### src/rtl/axi_ddc_depack.sv
// DDC accumulation depacketiser: collects N_CH I/Q beats per frame into ping-pong
// buffers and streams each stored frame as a header word followed by I/Q words.
module axi_ddc_depack #(
    parameter int          N_CH        = 4,
    parameter logic [15:0] FRAME_MAGIC = 16'hDDC0
) (
    input  logic        s_axis_aclk,
    input  logic        s_axis_aresetn,
    input  logic [95:0] s_axis_ddc_tdata,
    input  logic        s_axis_ddc_tvalid,
    output logic        s_axis_ddc_tready,
    output logic [63:0] m_axis_tdata,
    output logic        m_axis_tvalid,
    input  logic        m_axis_tready,
    output logic        m_axis_tlast,
    input  logic        clr,
    output logic [15:0] drop_cnt,
    output logic [15:0] err_cnt,
    output logic        overflow
);

    localparam int             BW   = (N_CH > 1) ? $clog2(N_CH) : 1;
    localparam logic [BW-1:0]  LAST = BW'(N_CH - 1);
    localparam logic [7:0]     NCH8 = 8'(N_CH);

    typedef enum logic [1:0] {S_IDLE, S_HDR, S_I, S_Q} tx_state_t;

    logic [95:0]   r_buf [2][N_CH];
    logic [31:0]   r_snap [2];
    logic [BW-1:0] r_beat;
    logic [BW-1:0] r_ch;
    logic [1:0]    r_full;
    logic          r_wr_ptr;
    logic          r_rd_ptr;
    logic          r_dropping;
    logic [31:0]   r_frame_cnt;
    logic [15:0]   r_drop_cnt;
    logic [15:0]   r_err_cnt;
    logic          r_overflow;
    tx_state_t     r_state;
    logic [63:0]   r_tdata;
    logic          r_tvalid;
    logic          r_tlast;

    logic          w_drop;
    logic          w_complete;
    logic          w_store;
    logic          w_hs;
    logic          w_rd_done;
    logic          w_next_full;
    logic [1:0]    w_set_mask;
    logic [1:0]    w_clr_mask;

    function automatic logic [15:0] sat_inc(input logic [15:0] v);
        return (v == 16'hFFFF) ? v : v + 16'd1;
    endfunction

    function automatic logic [63:0] sext48(input logic [47:0] v);
        return {{16{v[47]}}, v};
    endfunction

    function automatic logic [63:0] hdr_word(input logic [31:0] fc);
        return {FRAME_MAGIC, 8'd0, NCH8, fc};
    endfunction

    // A frame is dropped as a whole when its first beat finds the write buffer occupied.
    assign w_drop      = (r_beat == '0) ? r_full[r_wr_ptr] : r_dropping;
    assign w_complete  = s_axis_ddc_tvalid && (r_beat == LAST);
    assign w_store     = w_complete && !w_drop;
    assign w_hs        = r_tvalid && m_axis_tready;
    assign w_rd_done   = w_hs && (r_state == S_Q) && (r_ch == LAST);
    assign w_next_full = r_full[~r_rd_ptr];
    assign w_set_mask  = w_store   ? (2'b01 << r_wr_ptr) : 2'b00;
    assign w_clr_mask  = w_rd_done ? (2'b01 << r_rd_ptr) : 2'b00;

    assign s_axis_ddc_tready = 1'b1;
    assign m_axis_tdata      = r_tdata;
    assign m_axis_tvalid     = r_tvalid;
    assign m_axis_tlast      = r_tlast;
    assign drop_cnt          = r_drop_cnt;
    assign err_cnt           = r_err_cnt;
    assign overflow          = r_overflow;

    always_ff @(posedge s_axis_aclk) begin
        if (s_axis_ddc_tvalid && !w_drop)
            r_buf[r_wr_ptr][r_beat] <= s_axis_ddc_tdata;
        if (w_store)
            r_snap[r_wr_ptr] <= r_frame_cnt;
    end

    always_ff @(posedge s_axis_aclk or negedge s_axis_aresetn) begin
        if (!s_axis_aresetn) begin
            r_beat      <= '0;
            r_full      <= 2'b00;
            r_wr_ptr    <= 1'b0;
            r_dropping  <= 1'b0;
            r_frame_cnt <= 32'd0;
            r_drop_cnt  <= 16'd0;
            r_err_cnt   <= 16'd0;
            r_overflow  <= 1'b0;
        end else begin
            r_full <= (r_full & ~w_clr_mask) | w_set_mask;
            if (w_store)
                r_wr_ptr <= ~r_wr_ptr;
            if (s_axis_ddc_tvalid) begin
                if (r_beat == '0 && r_full[r_wr_ptr]) begin
                    r_drop_cnt <= sat_inc(r_drop_cnt);
                    r_overflow <= 1'b1;
                end
                if (w_complete) begin
                    r_beat      <= '0;
                    r_dropping  <= 1'b0;
                    r_frame_cnt <= r_frame_cnt + 32'd1;
                end else begin
                    r_beat     <= r_beat + BW'(1);
                    r_dropping <= w_drop;
                end
            end else if (r_beat != '0) begin
                r_beat     <= '0;
                r_dropping <= 1'b0;
                r_err_cnt  <= sat_inc(r_err_cnt);
            end
            if (clr) begin
                r_drop_cnt <= 16'd0;
                r_err_cnt  <= 16'd0;
                r_overflow <= 1'b0;
            end
        end
    end

    // Output registers advance only on a handshake, so a stalled word holds steady.
    always_ff @(posedge s_axis_aclk or negedge s_axis_aresetn) begin
        if (!s_axis_aresetn) begin
            r_state  <= S_IDLE;
            r_tdata  <= 64'd0;
            r_tvalid <= 1'b0;
            r_tlast  <= 1'b0;
            r_ch     <= '0;
            r_rd_ptr <= 1'b0;
        end else begin
            case (r_state)
                S_IDLE: begin
                    if (r_full[r_rd_ptr]) begin
                        r_state  <= S_HDR;
                        r_tvalid <= 1'b1;
                        r_tlast  <= 1'b0;
                        r_ch     <= '0;
                        r_tdata  <= hdr_word(r_snap[r_rd_ptr]);
                    end
                end
                S_HDR: begin
                    if (w_hs) begin
                        r_state <= S_I;
                        r_tdata <= sext48(r_buf[r_rd_ptr][0][47:0]);
                    end
                end
                S_I: begin
                    if (w_hs) begin
                        r_state <= S_Q;
                        r_tdata <= sext48(r_buf[r_rd_ptr][r_ch][95:48]);
                        r_tlast <= (r_ch == LAST);
                    end
                end
                S_Q: begin
                    if (w_hs) begin
                        r_tlast <= 1'b0;
                        if (r_ch != LAST) begin
                            r_state <= S_I;
                            r_ch    <= r_ch + BW'(1);
                            r_tdata <= sext48(r_buf[r_rd_ptr][r_ch + BW'(1)][47:0]);
                        end else begin
                            r_rd_ptr <= ~r_rd_ptr;
                            r_ch     <= '0;
                            // Chain straight into the other buffer's packet to avoid a bubble.
                            if (w_next_full) begin
                                r_state <= S_HDR;
                                r_tdata <= hdr_word(r_snap[~r_rd_ptr]);
                            end else begin
                                r_state  <= S_IDLE;
                                r_tvalid <= 1'b0;
                                r_tdata  <= 64'd0;
                            end
                        end
                    end
                end
                default: r_state <= S_IDLE;
            endcase
        end
    end

endmodule

### config.mk
export PLATFORM = sky130hd
export DESIGN_NAME = axi_ddc_depack
export DESIGN_NICKNAME = d
export VERILOG_FILES = /design/src/rtl/axi_ddc_depack.sv
export SDC_FILE = /design/constraint.sdc
export NUM_CORES = 1
export LEC_CHECK = 0
export CAP_MARGIN = 0
export CORE_MARGIN = 1
export CORE_UTILIZATION = 40
export DETAILED_ROUTE_END_ITERATION = 10
export PLACE_DENSITY = 0.69
export SYNTH_ARGS = -nofsm -noshare
export SYNTH_HDL_FRONTEND = slang
export SYNTH_SLANG_ARGS = --single-unit
### constraint.sdc
create_clock -name s_axis_aclk -period 11 [get_ports s_axis_aclk]
set_clock_uncertainty 0.2 [all_clocks]
set_input_delay 2.2 -clock s_axis_aclk [delete_from_list [all_inputs] [get_ports s_axis_aclk]]
set_output_delay 2.2 -clock s_axis_aclk [all_outputs]
set_load 0.01 [all_outputs]
* Yosys cells after proc, flatten, opt, wreduce, memory -nomap -nowiden
Memories as Yosys holds them, arrays and structs flattened.
Cells that the tools add are included.
** Word-level totals
- Flip-flop bits (word level) :: 142
- RAM bits :: 832
- Bits of input ports :: 101
- Output and inout port bits :: 100
- Logic and storage cells :: 148
- Memories kept :: 2
** Operators by class
- Add/sub/neg operators :: 5
- Magnitude comparators :: 7
- Eq/ne operators :: 17
- Shift-type cells :: 2
- Muxes and demuxes :: 65
- Bitwise operators :: 9
- Reduce and logical (&&, ||, !) cells :: 27
** Memories
- r_buf :: words 2, bits a word 384, rd ports 1, clocked after Yosys merged registers in 0, write ports 1, line 28 : logic [95:0] r_buf [2][N_CH];
- r_snap :: words 2, bits a word 32, rd ports 2, clocked after Yosys merged registers in 0, write ports 1, line 29 : logic [31:0] r_snap [2];
** Operator list (number)
- 96-bit binary-select mux with 2-bit select :: 2
- 384-bit two-way mux :: 1
- 64-bit two-way mux :: 6
- 96-bit two-way mux :: 3
- 64-bit case mux with 4 select lines :: 1
- 96-bit demux with 2-bit select :: 1
- 16-bit two-way mux :: 8
- 48-bit two-way mux :: 2
- 16-bit by 1-bit adder with 16-bit output, second input constant :: 2
- 32-bit by 1-bit adder with 32-bit output, second input constant :: 1
- 16-bit equality test, second input constant :: 2
- 2-bit two-way mux :: 13
- 1-bit two-way mux :: 24
- 2-bit inequality test, second input constant :: 9
- 3-bit AND reduction :: 4
- 2-bit nonzero test :: 6
- 3-bit greater-or-equal comparator, second input constant :: 3
- 2-bit NOT with 3-bit output :: 3
- 2-bit equality test, second input constant :: 4
- 1-bit logical AND :: 8
- 2-bit case mux with 4 select lines :: 1
- 4-bit AND reduction :: 2
- 1-bit by 2-bit less-than comparator with 1-bit output, second input constant :: 3
- 5-bit AND reduction :: 1
- other kinds (16) :: 22

* Longest topological paths before layout
Gate-level depths: netlist of run 1.
- Depth in word-level cells :: 8
- Mapped depth :: 9
- Depth with buffers taken out :: 7

* Worst setup path before layout of run 1
Ideal clock, no wire load.
- Kind :: input to register
- Start :: in s_axis_ddc_tvalid
- End :: mem r_buf[1][288] (netlist bit), enable pin
- Setup time :: 0.688 ns
- Data arrival time :: 9.390 ns
- Data required time :: 10.112 ns
- Setup slack :: 0.722 ns
- Stages :: 2
- Path buffers :: 0
- Path through :: nand2_1 > nor3b_1
** Between the ends
- Cells in the longest elaborated chain, start to end :: 3
** Ends and longest elaborated chain
- start, declared :: line 10 : input logic s_axis_ddc_tvalid,
- 1-bit logical AND :: line 85 : if (s_axis_ddc_tvalid && !w_drop)
- 1-bit two-way mux :: line 85
- 384-bit two-way mux (not written as such) :: line 86 : r_buf[r_wr_ptr][r_beat] <= s_axis_ddc_tdata;
- end, declared :: line 28
No other way between the ends.

* Worst setup path after layout of run 1
- Start :: in s_axis_ddc_tvalid
- End :: mem r_buf[0][346] (netlist bit), enable pin
Same word-level chain as after synthesis.

==> results of run 1 <==
==> state kept, by name, indices dropped and copies added (netlist names) <==
name,cells
r_buf,768
r_snap,64
m_axis_tdata,49
r_frame_cnt,32
drop_cnt,16
err_cnt,16
r_beat,2
r_ch,2
r_full,2
r_state,2
m_axis_tlast,1
m_axis_tvalid,1
overflow,1
r_dropping,1
r_rd_ptr,1
r_wr_ptr,1
==> cell families (layout without fill, tap and decap cells) <==
logic type	count (synthesis)	count (layout)	synth area share, %
multiplexers	363	363	15.8
other	1	6	0.00970
XOR/XNOR	56	56	1.27
AND/OR/NAND/NOR	332	332	4.09
AO/OA/AOI/OAI	222	222	3.70
adder cells (fa/ha/maj)	8	8	0.259
buffers and inverters	145	416	1.96
flip-flops	959	959	72.9
==> worst max-delay path by stage <==
stage                                   end  slack, ns               from
finish              r_buf[0][346]$_DFFE_PP_       5.86  s_axis_ddc_tvalid
global route        r_buf[0][352]$_DFFE_PP_       5.74  s_axis_ddc_tvalid
CTS                 r_buf[0][352]$_DFFE_PP_       5.88  s_axis_ddc_tvalid
detailed placement  r_buf[0][353]$_DFFE_PP_       5.19  s_axis_ddc_tvalid
floorplan           r_buf[1][288]$_DFFE_PP_       0.72  s_axis_ddc_tvalid
global placement    r_buf[0][353]$_DFFE_PP_       5.21  s_axis_ddc_tvalid
==> layout by cell type, fill, tap and decap left out, drive strengths merged, types with 6 or more instances in the layout <==
cell type,instances
a21oi,56
a22oi,11
xnor2,41
xor2,15
o221ai,21
nand3,54
nor2b,6
mux2i,106
nor3,19
edfxtp,832
inv,12
and3,17
nor4,6
mux4,192
bufinv,11
nand2,124
o21ai,48
nand2b,6
ha,8
a221oi,14
clkinv,36
clkdlybuf4s50,198
nor2,62
a31oi,47
nand4,16
clkbuf,122
mux2,65
buf,33
dfrtp,127
==> synthesized netlist by cell type (39+ instances only) <==
cell type	n
clkbuf_1	59
mux4_2	192
edfxtp_1	832
mux2i_1	106
nand3_1	54
mux2_2	64
o21ai_0	43
buf_4	39
a31oi_1	47
nor2_1	60
nand2_1	124
xnor2_1	41
dfrtp_1	127
a21oi_1	56
==> area by class of cell <==
type / instances / area [sq um] / share of cell area, %
Inverter: 8 / 30.0 / 0.0667
Antenna cell: 5 / 12.5 / 0.0278
Clock inverter: 55 / 568 / 1.26
Clock buffer: 122 / 2580 / 5.74
Timing Repair Buffer: 231 / 2260 / 5.02
Tap cell: 1265 / 1580 / 3.52
Sequential cell: 959 / 28200 / 62.6
Multi-Input combinational cell: 982 / 9820 / 21.8
==> worst reg2reg max path: cells and delay by family, from the launching register on <==
kind / cells / cell delay [ns]
AOI/OAI and AO/OA: 3 / 0.72
buffers and inverters: 2 / 1.91
DFF: 1 / 0.95
muxes: 1 / 0.64
and+or+nand+nor: 1 / 0.07
==> power breakdown <==
group | internal [mW] | switching, mW | leakage [nW]
Sequential | 4.37 | 0.249 | 9.21
Clock | 1.92 | 1.34 | 1.54
Combinational | 0.857 | 1.16 | 3.45
==> metal layers <==
metal  vias up  GRT usage, %  part of all wire, %
met2       728          29.8                   48
met4        28          5.99                  2.4
met1     10800          24.7                   41
li1       8787             -                    -
met5         -             0                 0.18
met3       176          4.76                  8.2
==> per-stage QoR <==
step           setup slack, ns  hold slack [ns]  cell area, sq um  power, mW
2_1_floorplan            0.722            0.258             38600       5.83
3_3_place_gp              5.21            0.288             41900       6.68
3_5_place_dp              5.19            0.292             41900       6.72
4_1_cts                   5.88            0.306             45000       9.97
5_1_grt                   5.74            0.334             45000       10.3
6_report                  5.86            0.303             45000       9.90
==> impl_metrics.env, run 1 <==
export IMPL_status="finished, final reports clean"
export IMPL_cp_slowest_stage_delay_ns=0.86
export IMPL_cts_repair_resized=0
export IMPL_cp_top_family="buffers and inverters"
export IMPL_num_io_pins=201
export IMPL_ys_types=65
export IMPL_grt_usage_pct=18.6
export IMPL_fp_dieH_microns=313
export IMPL_cts_buffers=94
export IMPL_cts_path_max_buffers=3
export IMPL_powerDensity_nw_per_um2=220
export IMPL_leakagePower_nw=14.2
export IMPL_synthTopCellsByArea="edfxtp_1 65%, mux4_2 11%, dfrtp_1 8.2%, mux2i_1 2.7%, mux2_2 1.9%"
export IMPL_drv_cap=0
export IMPL_path_class="in -> reg"
export IMPL_syn_area_sq_um=38600
export IMPL_hold_viol_final=0
export IMPL_drc_errors=0
export IMPL_antenna_found_initial=20
export IMPL_r2r_end="m_axis_tdata[30]$_DFFE_PN0P_"
export IMPL_cp_cell_sequence="clkdlybuf4s50_1, nand2_1, nor3_2, buf_4, buf_4"
export IMPL_start_util_pct=40.6
export IMPL_slew_headroom_pct=16.2
export IMPL_grt_pass1_wl_microns=135000
export IMPL_synth_top_area_share_pct=64.7
export IMPL_vias=20500
export IMPL_place_congestion=0.798
export IMPL_nNetsFinal=2385
export IMPL_synth_nets=2195
export IMPL_critical_path_required_ns=11.08
export IMPL_core_area_sq_um=95300
export IMPL_r2r_start="r_rd_ptr$_DFFE_PN0P_"
export IMPL_die_w_microns=313
export IMPL_rr_worst_depth=7
export IMPL_min_period_ns=5.14
export IMPL_grt_overflow=0
export IMPL_dp_cells=3445
export IMPL_tightest_slew_ns=1.26
export IMPL_vdd_drop_max_uv=190
export IMPL_synth_avg_cell_area_sq_um=18.5
export IMPL_worstSetupEndpointType="flop"
export IMPL_rrSetupSlack_ns=6.34
export IMPL_slew_viol_final=0
export IMPL_cts_tree="done"
export IMPL_start_kind="primary input"
export IMPL_rsz0062_at_grt="no"
export IMPL_cts_root_buffer="clkbuf_16"
export IMPL_min_to="overflow$_DFFE_PN0P_"
export IMPL_avgViaCountPerCell=5.65
export IMPL_cp_arrival_ns=5.22
export IMPL_ys_warn_count=0
export IMPL_detail_route_wl_per_cell_microns=25.1
export IMPL_min_from="overflow$_DFFE_PN0P_"
export IMPL_wirelength_microns=91000
export IMPL_cts_hold_buf=0
export IMPL_path_clk_slew_ns=0.06
export IMPL_postCtsSetupRepairBufs=0
export IMPL_numPortBuffers=199
export IMPL_hold_depth=2
export IMPL_cp_depth=5
export IMPL_setup_violations=0
export IMPL_htreeDepth=3
export IMPL_drive_gt1_share_pct=19.8
export IMPL_ys_seq_area_share_pct=72.9
export IMPL_layout_cells_non_filler=3627
export IMPL_fillers=7841
export IMPL_yosysTopAreaCell="edfxtp_1"
export IMPL_slowest_stage="buf_4"
export IMPL_grt_pass1_vias=21200
export IMPL_post_synth_inst_count=2086
export IMPL_final_util_pct=47.3
export IMPL_drt_iter0_markers=2117
export IMPL_fmax_mhz=195
export IMPL_crit_buf_inv=3
export IMPL_cp_max_fo=56
export IMPL_ant_nets=0
export IMPL_synth_flop_cell="edfxtp_1"
export IMPL_drtPass1Iterations=5
export IMPL_die_area_sq_um=97900
export IMPL_crit_path_frequent_cell="buf_4"
export IMPL_grt_max_degree=106
export IMPL_cts_sinks=959
export IMPL_synthToLayoutAreaGrowth_pct=16.5
export IMPL_clock_latency_ns=0.65
export IMPL_period_share_pct=46.7
export IMPL_finalSetupTns_ns=0
export IMPL_ys_ff_latch=959
export IMPL_synth_edff_count=832
export IMPL_hold_path_class="reg -> reg"
export IMPL_std_cell_rows=113
export IMPL_ys_async_sr_fraction_pct=13.2
export IMPL_dp_hpwl_microns=51500
Note: power is estimated with default switching activity, not from simulation.
==> inputs of run 2 (changes only) <==
--- a/config.mk
+++ b/config.mk
@@ -9,7 +9,7 @@
 export CORE_MARGIN = 1
 export CORE_UTILIZATION = 40
 export DETAILED_ROUTE_END_ITERATION = 10
-export PLACE_DENSITY = 0.69
+export PLACE_DENSITY = 0.71
 export SYNTH_ARGS = -nofsm -noshare
 export SYNTH_HDL_FRONTEND = slang
 export SYNTH_SLANG_ARGS = --single-unit
==> constraint.sdc (replaced) <==
create_clock -name s_axis_aclk -period 4.5 [get_ports s_axis_aclk]
set_clock_uncertainty 0.2 [all_clocks]
set_input_delay 0.9 -clock s_axis_aclk [delete_from_list [all_inputs] [get_ports s_axis_aclk]]
set_output_delay 0.9 -clock s_axis_aclk [all_outputs]
set_load 0.01 [all_outputs]
==> impl_metrics.env, run 2 (synthesis gave the netlist of run 1 again) <==
export IMPL_largest_reg_flops=768
export IMPL_status="finished, final reports clean"
export IMPL_wirelength_microns=92100
export IMPL_m1WireLength_microns=37700
export IMPL_fp_dieH_microns=313
export IMPL_maxUsedRoutingLayer="met5"
export IMPL_cp_max_fo=51
export IMPL_grt_overflow=0
export IMPL_htreeDepth=3
export IMPL_start_kind="flop"
export IMPL_crit_path_frequent_cell="buf_4"
export IMPL_cp_cell_sequence="buf_4, buf_4, mux4_2, mux2_2, nand2_1, a31oi_1"
export IMPL_hold_path_class="in -> async"
export IMPL_critical_path_required_ns=4.82
export IMPL_vias=20600
export IMPL_r2r_start="r_ch[0]$_DFFE_PN0P_"
export IMPL_rsz0062_at_grt="no"
export IMPL_cp_slowest_stage_delay_ns=0.72
export IMPL_drt_iter0_markers=1913
export IMPL_crit_buf_inv=2
export IMPL_die_w_microns=313
export IMPL_layout_cells_non_filler=3642
export IMPL_clock_latency_ns=0.66
export IMPL_fmax_mhz=310
export IMPL_min_period_ns=3.22
export IMPL_dp_hpwl_microns=55300
export IMPL_cts_buffers=94
export IMPL_setup_violations=0
export IMPL_detail_route_wl_per_cell_microns=25.3
export IMPL_fillers=7746
export IMPL_slowest_stage="buf_4"
export IMPL_grt_usage_pct=18.8
export IMPL_die_area_sq_um=97900
export IMPL_wl_met2_microns=44200
export IMPL_tightest_slew_ns=1.26
export IMPL_postCtsSetupRepairBufs=0
export IMPL_hold_viol_final=0
export IMPL_slew_viol_final=0
export IMPL_cts_sinks=959
export IMPL_synthToLayoutAreaGrowth_pct=17.5
export IMPL_final_common_cell="edfxtp_1"
export IMPL_drtPass1Iterations=7
export IMPL_leakagePower_nw=14.4
export IMPL_cts_root_buffer="clkbuf_16"
export IMPL_core_area_sq_um=95300
export IMPL_path_class="reg -> reg"
export IMPL_worstSetupEndpointType="flop"
export IMPL_start_util_pct=40.6
export IMPL_cp_top_family="buffers and inverters"
export IMPL_cts_repair_resized=0
export IMPL_cts_hold_buf=0
export IMPL_cts_path_max_buffers=3
export IMPL_powerDensity_nw_per_um2=535
export IMPL_wl_met3_microns=7560
export IMPL_ant_nets=0
export IMPL_antenna_found_initial=22
export IMPL_drc_errors=0
export IMPL_top_register="r_buf"
export IMPL_hold_slack_ns=0.0571
export IMPL_grt_max_degree=93
export IMPL_std_cell_rows=113
export IMPL_finalSetupTns_ns=0
export IMPL_path_clk_slew_ns=0.06
export IMPL_grt_pass1_vias=21500
export IMPL_slew_headroom_pct=15.2
export IMPL_drive_gt1_share_pct=20.4
export IMPL_vdd_drop_max_uv=438
export IMPL_grt_pass1_wl_microns=138000
export IMPL_worstSetupStartpoint="r_ch[0]$_DFFE_PN0P_"
export IMPL_dp_cells=3465
export IMPL_avgViaCountPerCell=5.66
export IMPL_nNetsFinal=2405
export IMPL_drv_cap=0
export IMPL_cts_tree="done"
export IMPL_period_share_pct=71.7
export IMPL_cp_arrival_ns=3.54
export IMPL_num_io_pins=201
export IMPL_final_cell_mix="832 x edfxtp_1, 198 x clkdlybuf4s50_1, 192 x mux4_2"
export IMPL_place_congestion=0.794
export IMPL_numPortBuffers=199
run 2: final cells by class:
| cell class | instances | area (sq um) | area share (%) |
|---|---|---|---|
| Antenna cell | 6 | 15.0 | 0.0331 |
| Clock buffer | 117 | 2530 | 5.57 |
| Clock inverter | 54 | 573 | 1.26 |
| Inverter | 8 | 30.0 | 0.0661 |
| Multi-Input combinational cell | 982 | 9830 | 21.7 |
| Sequential cell | 959 | 28200 | 62.0 |
| Tap cell | 1265 | 1580 | 3.49 |
| Timing Repair Buffer | 251 | 2670 | 5.88 |
run 2: worst register-to-register path: stages (launching register included):
cell and delay [ns]:
dfrtp_4 0.42, buf_4 0.62, buf_4 0.73, mux4_2 0.45
mux2_2 0.28, nand2_1 0.24, a31oi_1 0.13
run 2: metal layers:
layer  GRT usage, %  vias up
met5              0        -
met4           6.83       30
met3           5.05      164
met2           29.9      753
met1           24.8    10800
li1               -     8822
run 2: path summary, 6_finish.rpt:
kind                                                 to  slack (ns)  cells after the start
setup / recovery            m_axis_tdata[3]$_DFFE_PN0P_        1.28                      6
hold / removal                  err_cnt[15]$_DFFE_PN0P_        0.06                      1
setup reg to reg            m_axis_tdata[3]$_DFFE_PN0P_        1.28                      6
hold reg to reg                    overflow$_DFFE_PN0P_        0.31                      2
max in group asynchronous  m_axis_tdata[16]$_DFFE_PN0P_        3.14                      2
min in group s_axis_aclk           overflow$_DFFE_PN0P_        0.31                      2
run 2: metrics by stage:
stage / worst slack, ns / utilization [%] / power [mW] / cell area, sq um
2_1_floorplan: 0.214 / - / 14.2 / 38700
3_3_place_gp: 0.815 / 44.4 / 16.4 / 42300
3_5_place_dp: 0.740 / 44.4 / 16.6 / 42300
4_1_cts: 1.31 / 47.6 / 24.5 / 45400
5_1_grt: 1.18 / 47.6 / 25.1 / 45400
6_report: 1.28 / 47.7 / 24.3 / 45400
run 2: where the power goes:
| group | internal [mW] | leakage (nW) | total, mW | switching [mW] |
|---|---|---|---|---|
| Combinational | 2.19 | 3.63 | 5.12 | 2.93 |
| Clock | 4.62 | 1.52 | 7.91 | 3.29 |
| Sequential | 10.7 | 9.21 | 11.3 | 0.590 |
| Total | 17.5 | 14.4 | 24.3 | 6.80 |
